## config.mk

```make
export PLATFORM = sky130hd
export DESIGN_NAME = exec_ctrl_flat
export DESIGN_NICKNAME = d
export VERILOG_FILES = /design/src/rtl/exec_ctrl_if.sv /design/src/rtl/exec_ctrl.sv /design/src/flat_wrapper.sv
export SDC_FILE = /design/constraint.sdc
export NUM_CORES = 1
export LEC_CHECK = 0
export ABC_AREA = 1
export CORE_UTILIZATION = 47
export DETAILED_ROUTE_END_ITERATION = 6
export PLACE_DENSITY = 0.79
export SYNTH_ARGS = -nofsm -noshare
export SYNTH_HDL_FRONTEND = slang
export SYNTH_SLANG_ARGS = --single-unit
```

## constraint.sdc

```tcl
create_clock -name clk -period 1.9 [get_ports clk]
set_clock_uncertainty 0.2 [all_clocks]
set_input_delay 0.38 -clock clk [delete_from_list [all_inputs] [get_ports clk]]
set_output_delay 0.38 -clock clk [all_outputs]
set_load 0.005 [all_outputs]
```

## src/rtl/exec_ctrl_if.sv

```systemverilog
// exec_ctrl_if: decoder/core-side enables and PC seen by the execution sequencer
interface exec_ctrl_if #(parameter int PC_W = 9);
  logic [PC_W-1:0] pc_i;
  logic [PC_W-1:0] end_pc;
  logic dec_pc_we;
  logic dec_reg_we;
  logic dec_mem_we;
  logic pc_we;
  logic reg_we;
  logic mem_we;
  modport master (
    output pc_i, end_pc, dec_pc_we, dec_reg_we, dec_mem_we,
    input  pc_we, reg_we, mem_we
  );
  modport slave (
    input  pc_i, end_pc, dec_pc_we, dec_reg_we, dec_mem_we,
    output pc_we, reg_we, mem_we
  );
endinterface

```

## src/rtl/exec_ctrl.sv

```systemverilog
// exec_ctrl: run/halt/single-step sequencer gating decoder write enables; EXEC_BKPT_EN adds a PC breakpoint
module exec_ctrl #(
  parameter int PC_W  = 9,
  parameter int CYC_W = 16
) (
  input  logic             clk,
  input  logic             rst_n,
  input  logic             start_i,
  input  logic             stop_i,
  input  logic             step_i,
`ifdef EXEC_BKPT_EN
  input  logic             bkpt_en,
  input  logic [PC_W-1:0]  bkpt_pc,
`endif
  exec_ctrl_if.slave       bus,
  output logic             running,
  output logic             done,
  output logic [CYC_W-1:0] cyc_cnt
);
  typedef enum logic [2:0] {IDLE, RUN, STEP, HALT, DONE} state_t;
  state_t state, nxt;
  logic [2:0] s1, s2, s3, evt;
  logic stop_e, step_e, start_e, hit, bk, en;
  always_ff @(posedge clk or negedge rst_n) begin
    if (!rst_n) begin
      s1 <= '0;
      s2 <= '0;
      s3 <= '0;
    end else begin
      s1 <= {stop_i, step_i, start_i};
      s2 <= s1;
      s3 <= s2;
    end
  end
  assign evt = s2 & ~s3;
  assign {stop_e, step_e, start_e} = evt;
  assign hit = bus.pc_i == bus.end_pc;
`ifdef EXEC_BKPT_EN
  logic skip;
  assign bk = bkpt_en && bus.pc_i == bkpt_pc && !skip;
  // skip lets the instruction sitting on the breakpoint run once after a resume
  always_ff @(posedge clk or negedge rst_n) begin
    if (!rst_n) skip <= 1'b0;
    else if (state == HALT && nxt != HALT) skip <= 1'b1;
    else if (en) skip <= 1'b0;
  end
`else
  assign bk = 1'b0;
`endif
  assign en = (state == RUN && !hit && !bk) || state == STEP;
  always_comb begin
    nxt = state;
    case (state)
      IDLE, HALT: nxt = step_e ? STEP : start_e ? RUN : state;
      RUN:        nxt = stop_e ? HALT : bk ? HALT : hit ? DONE : RUN;
      STEP:       nxt = HALT;
      default:    nxt = DONE;
    endcase
  end
  always_ff @(posedge clk or negedge rst_n) begin
    if (!rst_n) state <= IDLE;
    else state <= nxt;
  end
  always_ff @(posedge clk or negedge rst_n) begin
    if (!rst_n) cyc_cnt <= '0;
    else if (en && cyc_cnt != '1) cyc_cnt <= cyc_cnt + 1'b1;
  end
  assign bus.pc_we  = bus.dec_pc_we & en;
  assign bus.reg_we = bus.dec_reg_we & en;
  assign bus.mem_we = bus.dec_mem_we & en;
  assign running = state == RUN;
  assign done    = state == DONE;
endmodule

```

## src/flat_wrapper.sv

```systemverilog
// flat-port wrapper written by rule: the top's interface ports become plain ports
module exec_ctrl_flat 
#(
  parameter int PC_W  = 9,
  parameter int CYC_W = 16
)
  (clk, rst_n, start_i, stop_i, step_i, running, done, cyc_cnt, bus_pc_i, bus_end_pc, bus_dec_pc_we, bus_dec_reg_we, bus_dec_mem_we, bus_pc_we, bus_reg_we, bus_mem_we);
  exec_ctrl_if #(.PC_W(PC_W)) bus_i ();
  input  logic clk;
  input  logic rst_n;
  input  logic start_i;
  input  logic stop_i;
  input  logic step_i;
  output logic running;
  output logic done;
  output logic [CYC_W-1:0] cyc_cnt;
  input wire logic [$bits(bus_i.pc_i)-1:0] bus_pc_i;
  input wire logic [$bits(bus_i.end_pc)-1:0] bus_end_pc;
  input wire logic [$bits(bus_i.dec_pc_we)-1:0] bus_dec_pc_we;
  input wire logic [$bits(bus_i.dec_reg_we)-1:0] bus_dec_reg_we;
  input wire logic [$bits(bus_i.dec_mem_we)-1:0] bus_dec_mem_we;
  output wire logic [$bits(bus_i.pc_we)-1:0] bus_pc_we;
  output wire logic [$bits(bus_i.reg_we)-1:0] bus_reg_we;
  output wire logic [$bits(bus_i.mem_we)-1:0] bus_mem_we;
  assign bus_i.pc_i = bus_pc_i;
  assign bus_i.end_pc = bus_end_pc;
  assign bus_i.dec_pc_we = bus_dec_pc_we;
  assign bus_i.dec_reg_we = bus_dec_reg_we;
  assign bus_i.dec_mem_we = bus_dec_mem_we;
  assign bus_pc_we = bus_i.pc_we;
  assign bus_reg_we = bus_i.reg_we;
  assign bus_mem_we = bus_i.mem_we;
  exec_ctrl #(.PC_W(PC_W), .CYC_W(CYC_W)) u_core (.clk(clk), .rst_n(rst_n), .start_i(start_i), .stop_i(stop_i), .step_i(step_i), .bus(bus_i), .running(running), .done(done), .cyc_cnt(cyc_cnt));
endmodule
```

==> results of run 1 <==
==> power breakdown <==
part           total, mW  switching, mW  internal, mW
sequential         0.609        0.00397         0.605
clock              0.230          0.155        0.0742
combinational     0.0865         0.0371        0.0494
total              0.926          0.196         0.729
==> kinds of logic after synthesis <==
| logic type | synth area share |
|---|---|
| fa+ha+maj | 0.00776 |
| xor+xnor | 0.0978 |
| buf+inv | 0.0738 |
| compound gates | 0.0124 |
| simple gates | 0.373 |
| flops | 0.435 |
==> stage by stage <==
| stage | TNS [ns] | power, mW | cells | instance area, µm² |
|---|---|---|---|---|
| global placement | -7.95 | 0.714 | 311 | 2210 |
| global route | -0.729 | 0.979 | 334 | 2390 |
| detailed placement | -8.54 | 0.718 | 311 | 2210 |
| finish | -0.394 | 0.926 | 334 | 2390 |
| CTS | -0.429 | 0.943 | 324 | 2290 |
| floorplan | 0 | 0.646 | 210 | 1610 |
==> flip-flops by register name, indices dropped and copies added (netlist names) <==
register and count:
u_core.cyc_cnt 16, u_core.s1 3, u_core.s2 3, u_core.s3 3
u_core.state 3
==> worst max-delay path: cells and delay by family <==
family / cells / cell delay, ns
buffers and inverters: 3 / 0.42
XOR/XNOR: 1 / 0.15
AND/OR/NAND/NOR: 6 / 0.48
==> timing repair <==
action                                  CTS  global route
hold buffers                              0             0
endpoints found under the setup margin   31            13
resized for setup                        56            16
cloned                                    0             0
pin swaps                                22             8
setup buffers                            10            10
==> Yosys cell counts (3+ instances only) <==
library cell | number | area [µm²]
dfrtp_1 | 28 | 701
inv_1 | 24 | 90.1
nand2_1 | 69 | 259
nand3_1 | 27 | 135
nor2_1 | 17 | 63.8
nor3_1 | 3 | 15.0
xnor2_1 | 12 | 105
xor2_1 | 6 | 52.6
==> routing by layer <==
layer  vias to the layer above  wire, µm
met5                         -         0
met4                         0        17
met3                         2       203
met2                        38      2000
met1                       748      1730
li1                        815         -
==> final cells by class <==
class                   instances  area (µm²)
fillers                       274         761
flip-flops and latches         28         707
inverters                      26         100
repair buffers                 80         683
well taps                      44        55.1
clock buffers                   3        22.5
multi-input cells             153         825
==> worst max-delay path by stage <==
stage | start | endpoint | slack, ns | cells past startpoint
2_1_floorplan | u_core.cyc_cnt[0]$_DFFE_PN0P_ | u_core.cyc_cnt[2]$_DFFE_PN0P_ | 0.19 | 8
3_3_place_gp | bus_pc_i[2] | bus_mem_we | -0.75 | 11
3_5_place_dp | bus_end_pc[5] | bus_pc_we | -0.79 | 11
4_1_cts | u_core.state[1]$_DFFE_PN0P_ | bus_pc_we | -0.15 | 9
5_1_grt | bus_pc_i[7] | bus_mem_we | -0.20 | 13
6_report | bus_pc_i[3] | bus_mem_we | -0.12 | 10
==> flow_summary.yaml, run 1 <==
critical_path:
  max_stage_delay_ns: 0.24
  path_cells: "dlygate4sd2_1, xnor2_1, nand3_1, nor2_2, nand2_2, nand2_4, nand2_4, inv_4, nor2_1, buf_2"
  crit_type: "in -> out"
  cp_slowest_cell: "dlygate4sd2_1"
  worst_setup_path_start_kind: "input port"
  crit_required_ns: 1.32
  cp_max_fo: 3
  worstPathArrival_ns: 1.44
  r2r_slack_ns: 0.09
  reg2reg_depth: 9
  worstReg2RegStart: "u_core.cyc_cnt[1]$_DFFE_PN0P_"
  reg2reg_to: "u_core.cyc_cnt[12]$_DFFE_PN0P_"
  endpoint_kind: "primary output"
  cp_common_cell: "nand2_4"
global_route:
  overflow: 0
  grt_max_degree: 29
  grt_util_met1: 0.293
  grt_pass1_vias: 1394
  grt_pass1_wl_um: 6130
  use_met2: 0.389
  antenna_found_initial: 0
  track_usage: 0.225
  grt_busiest_layer: "met2"
  use_met3: 0.0426
floorplanning:
  dieHeight_um: 60.6
  core_area_um2: 3150
  start_util: 0.511
  dieArea_um2: 3670
  ioPinCount: 47
  rows: 20
  die_w_um: 60.6
timing:
  fin_crit_sh: 1.06
  relSlewSlack: 0.747
  hold_ws_ns: 0.163
  rsz0062_at_grt: "true"
  worstMarginPinSlew_ns: 0.376
  hold_violations: 0
  min_period_ns: 2.02
  finalSetupViolCount: 4
  fin_ws_ns: -0.118
  slew_violations: 0
  fmax_mhz: 495
clock_network:
  clock-sinks: 28
  cts_max_level: 1
  cts-buffers-inserted: 3
  cts_tree: "yes"
  cts_root_buf: "clkbuf_4"
  clkTransAtPathRegs_ns: 0.12
  clk-insertion-delay-late_ns: 0.32
  cts_buffer_depth: 2
power:
  vdd_ir_drop_max_uv: 426
  power_leakage_nw: 1.22
  power.density_nw_per_um2: 387
yosys:
  seq_area_frac_synth: 0.435
  yosysUniqueCellTypes: 25
  synth_flop_cell: "dfrtp_1"
  async_flop_share: 1.00
  synth.cell_area_um2: 1610
  syn_avg_cell_area_um2: 7.67
  synth-edff-count: 0
  ys_warn_count: 0
  netlist_instances: 210
  synth-seq-cells: 28
  synth_nets: 237
finish:
  nNetsFinal: 319
  post-route-util: 0.759
  layout_commonest_cell: "nand2_1"
  num_antenna_cells: 0
  syn_to_final_growth_pct: 48.4
  final_cell_mix: "nand2_1, buf_4, nand3_1, dfrtp_1, inv_1"
  drive_above_1_share: 0.224
routing:
  routedWlPerCell_um: 11.8
  drtAntennaViolNets: 0
  viasPerCell: 4.80
  wirelength_um: 3950
  vias: 1603
  drcViolationCount: 0
  drt_iter0_drc: 52
  drt-pass1-iter-count: 4
placement:
  hpwl_um: 2850
  place_ws_ns: -0.794
  port_buffers: 46
  place_congestion: 0.838
status:
  violations: "setup timing"
  outcome: "finished, violations left"
hold_path:
  hold_depth: 0
  min_from: "u_core.s1[2]$_DFF_PN0_"
  hold_path_class: "reg -> reg"
  hold_end: "u_core.s2[2]$_DFF_PN0_"
run:
  max_cap_viol_count: 0
No activity file was read; power rests on OpenSTA's default activity.
==> run 2: changes to the inputs <==
CORE_UTILIZATION = 50   (was 47)
CTS_CLUSTER_SIZE = 8   (was default)
DONT_BUFFER_PORTS = 1   (was default)
PLACE_DENSITY = 0.65   (was 0.79)
==> flow_summary.yaml, run 2 (synthesis results as in run 1) <==
routing:
  vias: 1418
  drcViolationCount: 0
  routedWlPerCell_um: 11.6
  drt-pass1-iter-count: 4
  viasPerCell: 4.96
  drt_iter0_drc: 27
  wirelength_um: 3310
  drtAntennaViolNets: 0
placement:
  place_congestion: 0.859
  place_ws_ns: 0.158
  hpwl_um: 2560
  port_buffers: 0
global_route:
  antenna_found_initial: 0
  grt_pass1_vias: 1304
  overflow: 0
  grt_pass1_wl_um: 5420
  grt_max_degree: 29
  track_usage: 0.208
status:
  outcome: "complete, no violations"
finish:
  post-route-util: 0.661
  syn_to_final_growth_pct: 25.3
  regMostFlops: "u_core.cyc_cnt"
  drive_above_1_share: 0.202
  fillers: 277
  nNetsFinal: 270
  num_antenna_cells: 0
  layout_commonest_cell: "nand2_1"
  final_cell_mix: "nand2_1, nand3_1, dfrtp_1, buf_4, inv_1"
  largest_reg_flops: 16
run:
  max_cap_viol_count: 0
power:
  vdd_ir_drop_max_uv: 469
  power.density_nw_per_um2: 516
  power_leakage_nw: 1.03
critical_path:
  path_buf_inv: 2
  endpoint_kind: "primary output"
  crit_required_ns: 1.32
  worst_setup_path_start_kind: "flop"
  max_stage_delay_ns: 0.42
  cp_max_fo: 3
  path_cells: "inv_2, nand2_4, nor2_4, nand2_2, nand2_4, inv_6, nor2_4"
  cp_top_family: "flip-flops"
  cp_slowest_cell: "dfrtp_1"
  worstPathArrival_ns: 1.27
  crit_type: "reg -> out"
clock_network:
  cts_root_buf: "clkbuf_4"
  clock-sinks: 28
  cts_buffer_depth: 2
  clk-insertion-delay-late_ns: 0.32
  cts_max_level: 1
  cts-buffers-inserted: 3
  cts_tree: "yes"
  clkTransAtPathRegs_ns: 0.14
hold_path:
  hold_path_class: "reg -> reg"
floorplanning:
  start_util: 0.528
  dieHeight_um: 58.8
  dieArea_um2: 3450
  die_w_um: 58.8
  core_area_um2: 3050
  rows: 20
  ioPinCount: 47
timing:
  hold_ws_ns: 0.168
  relSlewSlack: 0.810
  finalSetupViolCount: 0
  fin_ws_ns: 0.0528
  hold_violations: 0
  rsz0062_at_grt: "true"
  fin_crit_sh: 0.972
  fmax_mhz: 541
  tns_ns: 0
  worstMarginPinSlew_ns: 0.283
  min_period_ns: 1.85
  slew_violations: 0
[run 2: cell types whose count changed in the layout (fill, tap and decap cells not counted), moves of 6 or more]
cell | previous run | this run
dlygate4sd2_1 | 11 | 0
buf_4 | 31 | 25
clkdlybuf4s50_1 | 20 | 0
clkdlybuf4s15_1 | 9 | 0
[run 2: what timing repair did]
item	4_1_cts	5_1_grt
setup buffers	4	2
endpoints found under the hold margin	31	0
setup endpoints to repair	3	3
pin swaps	5	4
hold buffers	5	0
cloned	0	0
gates resized for setup	9	9
[run 2: worst paths after layout]
check / start / endpoint / slack (ns) / cells after the start
min in group asynchronous: rst_n / u_core.cyc_cnt[14]$_DFFE_PN0P_ / 0.27 / 2
max in group asynchronous: rst_n / u_core.state[0]$_DFFE_PN0P_ / 1.06 / 2
max: u_core.state[1]$_DFFE_PN0P_ / bus_mem_we / 0.05 / 7
min reg2reg: u_core.s1[0]$_DFF_PN0_ / u_core.s2[0]$_DFF_PN0_ / 0.17 / 0
max reg2reg: u_core.cyc_cnt[0]$_DFFE_PN0P_ / u_core.cyc_cnt[11]$_DFFE_PN0P_ / 0.14 / 7
min: u_core.s1[0]$_DFF_PN0_ / u_core.s2[0]$_DFF_PN0_ / 0.17 / 0
[run 2: metal layers]
metal | global-route usage | vias up | wire, µm
li1 | - | 719 | -
met2 | 0.352 | 51 | 1480
met5 | 0 | - | 0
met4 | 0.0646 | 0 | 25
met1 | 0.271 | 646 | 1590
met3 | 0.0374 | 2 | 215
[run 2: through the flow]
| stage | area (µm²) | instances | power (mW) |
|---|---|---|---|
| global placement | 1810 | 271 | 0.648 |
| detailed placement | 1810 | 271 | 0.649 |
| CTS | 1970 | 284 | 1.06 |
| global route | 2020 | 286 | 1.08 |
| floorplan | 1610 | 210 | 0.646 |
| finish | 2020 | 286 | 1.04 |
[run 2: cell type report]
| cell class | count | area (µm²) | share of cell area |
|---|---|---|---|
| clock inverters | 1 | 30.0 | 0.0149 |
| inverters | 26 | 103 | 0.0508 |
| repair buffers | 31 | 268 | 0.133 |
| clock buffers | 3 | 22.5 | 0.0112 |
| well taps | 44 | 55.1 | 0.0273 |
| multi-input cells | 153 | 840 | 0.416 |
| flip-flops and latches | 28 | 702 | 0.348 |
[run 2: where the power goes]
| part | internal (mW) | switching, mW |
|---|---|---|
| clock | 0.213 | 0.167 |
| sequential | 0.606 | 0.00345 |
| combinational | 0.0254 | 0.0270 |
==> run 3: changes to the inputs <==
CORE_UTILIZATION = 51   (was 50)
PLACE_DENSITY = 0.66   (was 0.65)
RECOVER_POWER = 100   (was default)
==> flow_summary.yaml, run 3 (synthesis results as in run 1) <==
global_route:
  grt_pass1_wl_um: 5410
  grt_max_degree: 29
  overflow: 0
  antenna_found_initial: 0
  grt_pass1_vias: 1278
  track_usage: 0.212
timing:
  finalSetupViolCount: 0
  min_period_ns: 1.86
  rsz0062_at_grt: "true"
  relSlewSlack: 0.555
  hold_violations: 0
  fmax_mhz: 537
  slew_violations: 0
  fin_crit_sh: 0.980
  worstMarginPinSlew_ns: 0.668
power:
  power.density_nw_per_um2: 542
  power_leakage_nw: 0.976
  p_seq_frac: 0.582
  clockPowerShare: 0.373
  power_frac_comb: 0.046
  intPower_mw: 0.841
  power_switching_mw: 0.207
  swShare: 0.197
  vdd_ir_drop_max_uv: 549
routing:
  routedWlPerCell_um: 11.6
  drtAntennaViolNets: 0
  drt-pass1-iter-count: 4
  drt_iter0_drc: 33
  drcViolationCount: 0
  viasPerCell: 5.01
  wirelength_um: 3220
  vias: 1392
finish:
  largest_reg_flops: 16
  drive_above_1_share: 0.171
  final_cell_mix: "nand2_1, dfrtp_1, nand3_1, inv_1, buf_4"
  regMostFlops: "u_core.cyc_cnt"
  layout_commonest_cell: "nand2_1"
  syn_to_final_growth_pct: 19.8
  fillers: 282
  fin_area_um2: 1930
  post-route-util: 0.638
  multi_input_area_um2: 830
  regArea_um2: 701
  num_antenna_cells: 0
  nNetsFinal: 262
floorplanning:
  core_area_um2: 3030
  dieHeight_um: 58.2
  rows: 20
  dieArea_um2: 3390
  die_w_um: 58.2
  start_util: 0.532
  ioPinCount: 47
placement:
  placement.cell_area_um2: 1760
  port_buffers: 0
  hpwl_um: 2400
  place_congestion: 0.887
critical_path:
  endpoint_kind: "primary output"
  path_buf_inv: 2
  cp_slowest_cell: "dfrtp_1"
  crit_required_ns: 1.32
  cp_max_fo: 3
  crit_type: "reg -> out"
  crit_start: "u_core.state[1]$_DFFE_PN0P_"
  worstReg2RegStart: "u_core.cyc_cnt[0]$_DFFE_PN0P_"
  worst_setup_path_start_kind: "flop"
  worstPathArrival_ns: 1.28
  r2r_slack_ns: 0.15
  path_cells: "inv_2, nand2_4, nor2_4, nand2_2, nand2_4, inv_4, nor2_4"
  reg2reg_to: "u_core.cyc_cnt[1]$_DFFE_PN0P_"
  max_stage_delay_ns: 0.42
  cp_top_family: "simple AND/OR/NAND/NOR gates"
  reg2reg_depth: 7
hold_path:
  min_from: "u_core.s1[1]$_DFF_PN0_"
  hold_end: "u_core.s2[1]$_DFF_PN0_"
  hold_depth: 0
  hold_path_class: "reg -> reg"
clock_network:
  clk-insertion-delay-late_ns: 0.33
  clock-sinks: 28
  cts_max_level: 1
  clkTransAtPathRegs_ns: 0.15
  cts_tree: "yes"
  cts_root_buf: "clkbuf_4"
  cts_buffer_depth: 2
  cts-buffers-inserted: 3
run:
  max_cap_viol_count: 0
status:
  outcome: "complete, no violations"
==> run 3: cell count changes in the layout (fill, tap and decap cells not counted), sizes merged <==
cell	delta
buf	-9
clkbuf	+1
==> run 3: area by class of cell <==
type | count | share of cell area
clock buffer | 3 | 0.0117
clock inverter | 1 | 0.0156
inverter | 26 | 0.0518
multi-input combinational | 153 | 0.430
sequential | 28 | 0.363
tap | 44 | 0.0285
timing repair buffer | 23 | 0.0998
==> run 3: worst max path at each step <==
| stage | endpoint | cells after the start |
|---|---|---|
| after floorplan | u_core.cyc_cnt[2]$_DFFE_PN0P_ | 8 |
| after global placement | bus_reg_we | 9 |
| after detailed placement | bus_reg_we | 9 |
| after CTS | bus_pc_we | 7 |
| after global routing | bus_mem_we | 6 |
| final | bus_mem_we | 7 |
==> run 3: stage by stage <==
stage | worst slack [ns] | total power, mW | hold WS, ns | TNS (ns) | instances
final | 0.0381 | 1.05 | 0.167 | 0 | 278
after global routing | -0.0608 | 1.09 | 0.171 | -0.137 | 278
after CTS | 0.00251 | 1.06 | 0.168 | 0 | 277
after detailed placement | 0.0650 | 0.649 | -0.115 | 0 | 265
after global placement | 0.109 | 0.648 | -0.115 | 0 | 265
after floorplan | 0.185 | 0.646 | -0.116 | 0 | 210
==> run 3: per-layer routing <==
layer,routed length [µm],up-vias,GRT usage
li1,-,701,-
met1,1490,625,0.276
met2,1460,62,0.348
met3,232,4,0.0513
met4,41,0,0.0714
met5,0,-,0
==> run 3: repair_timing <==
item / in CTS / in global routing
endpoints found under the setup margin: 3 / 3
gates resized for setup: 9 / 5
hold endpoints to repair: 31 / 0
pin swaps: 5 / 4
gates cloned: 0 / 0
setup buffers: 3 / 1
hold buffers: 5 / 0
==> run 3: power groups by stage <==
stage                     registers (mW)  logic [mW]  clock network [mW]
final                              0.609      0.0478               0.390
after global routing               0.611      0.0564               0.421
after CTS                          0.609      0.0528               0.402
after detailed placement           0.621      0.0285                   0
after global placement             0.620      0.0279                   0
after floorplan                    0.620      0.0260                   0
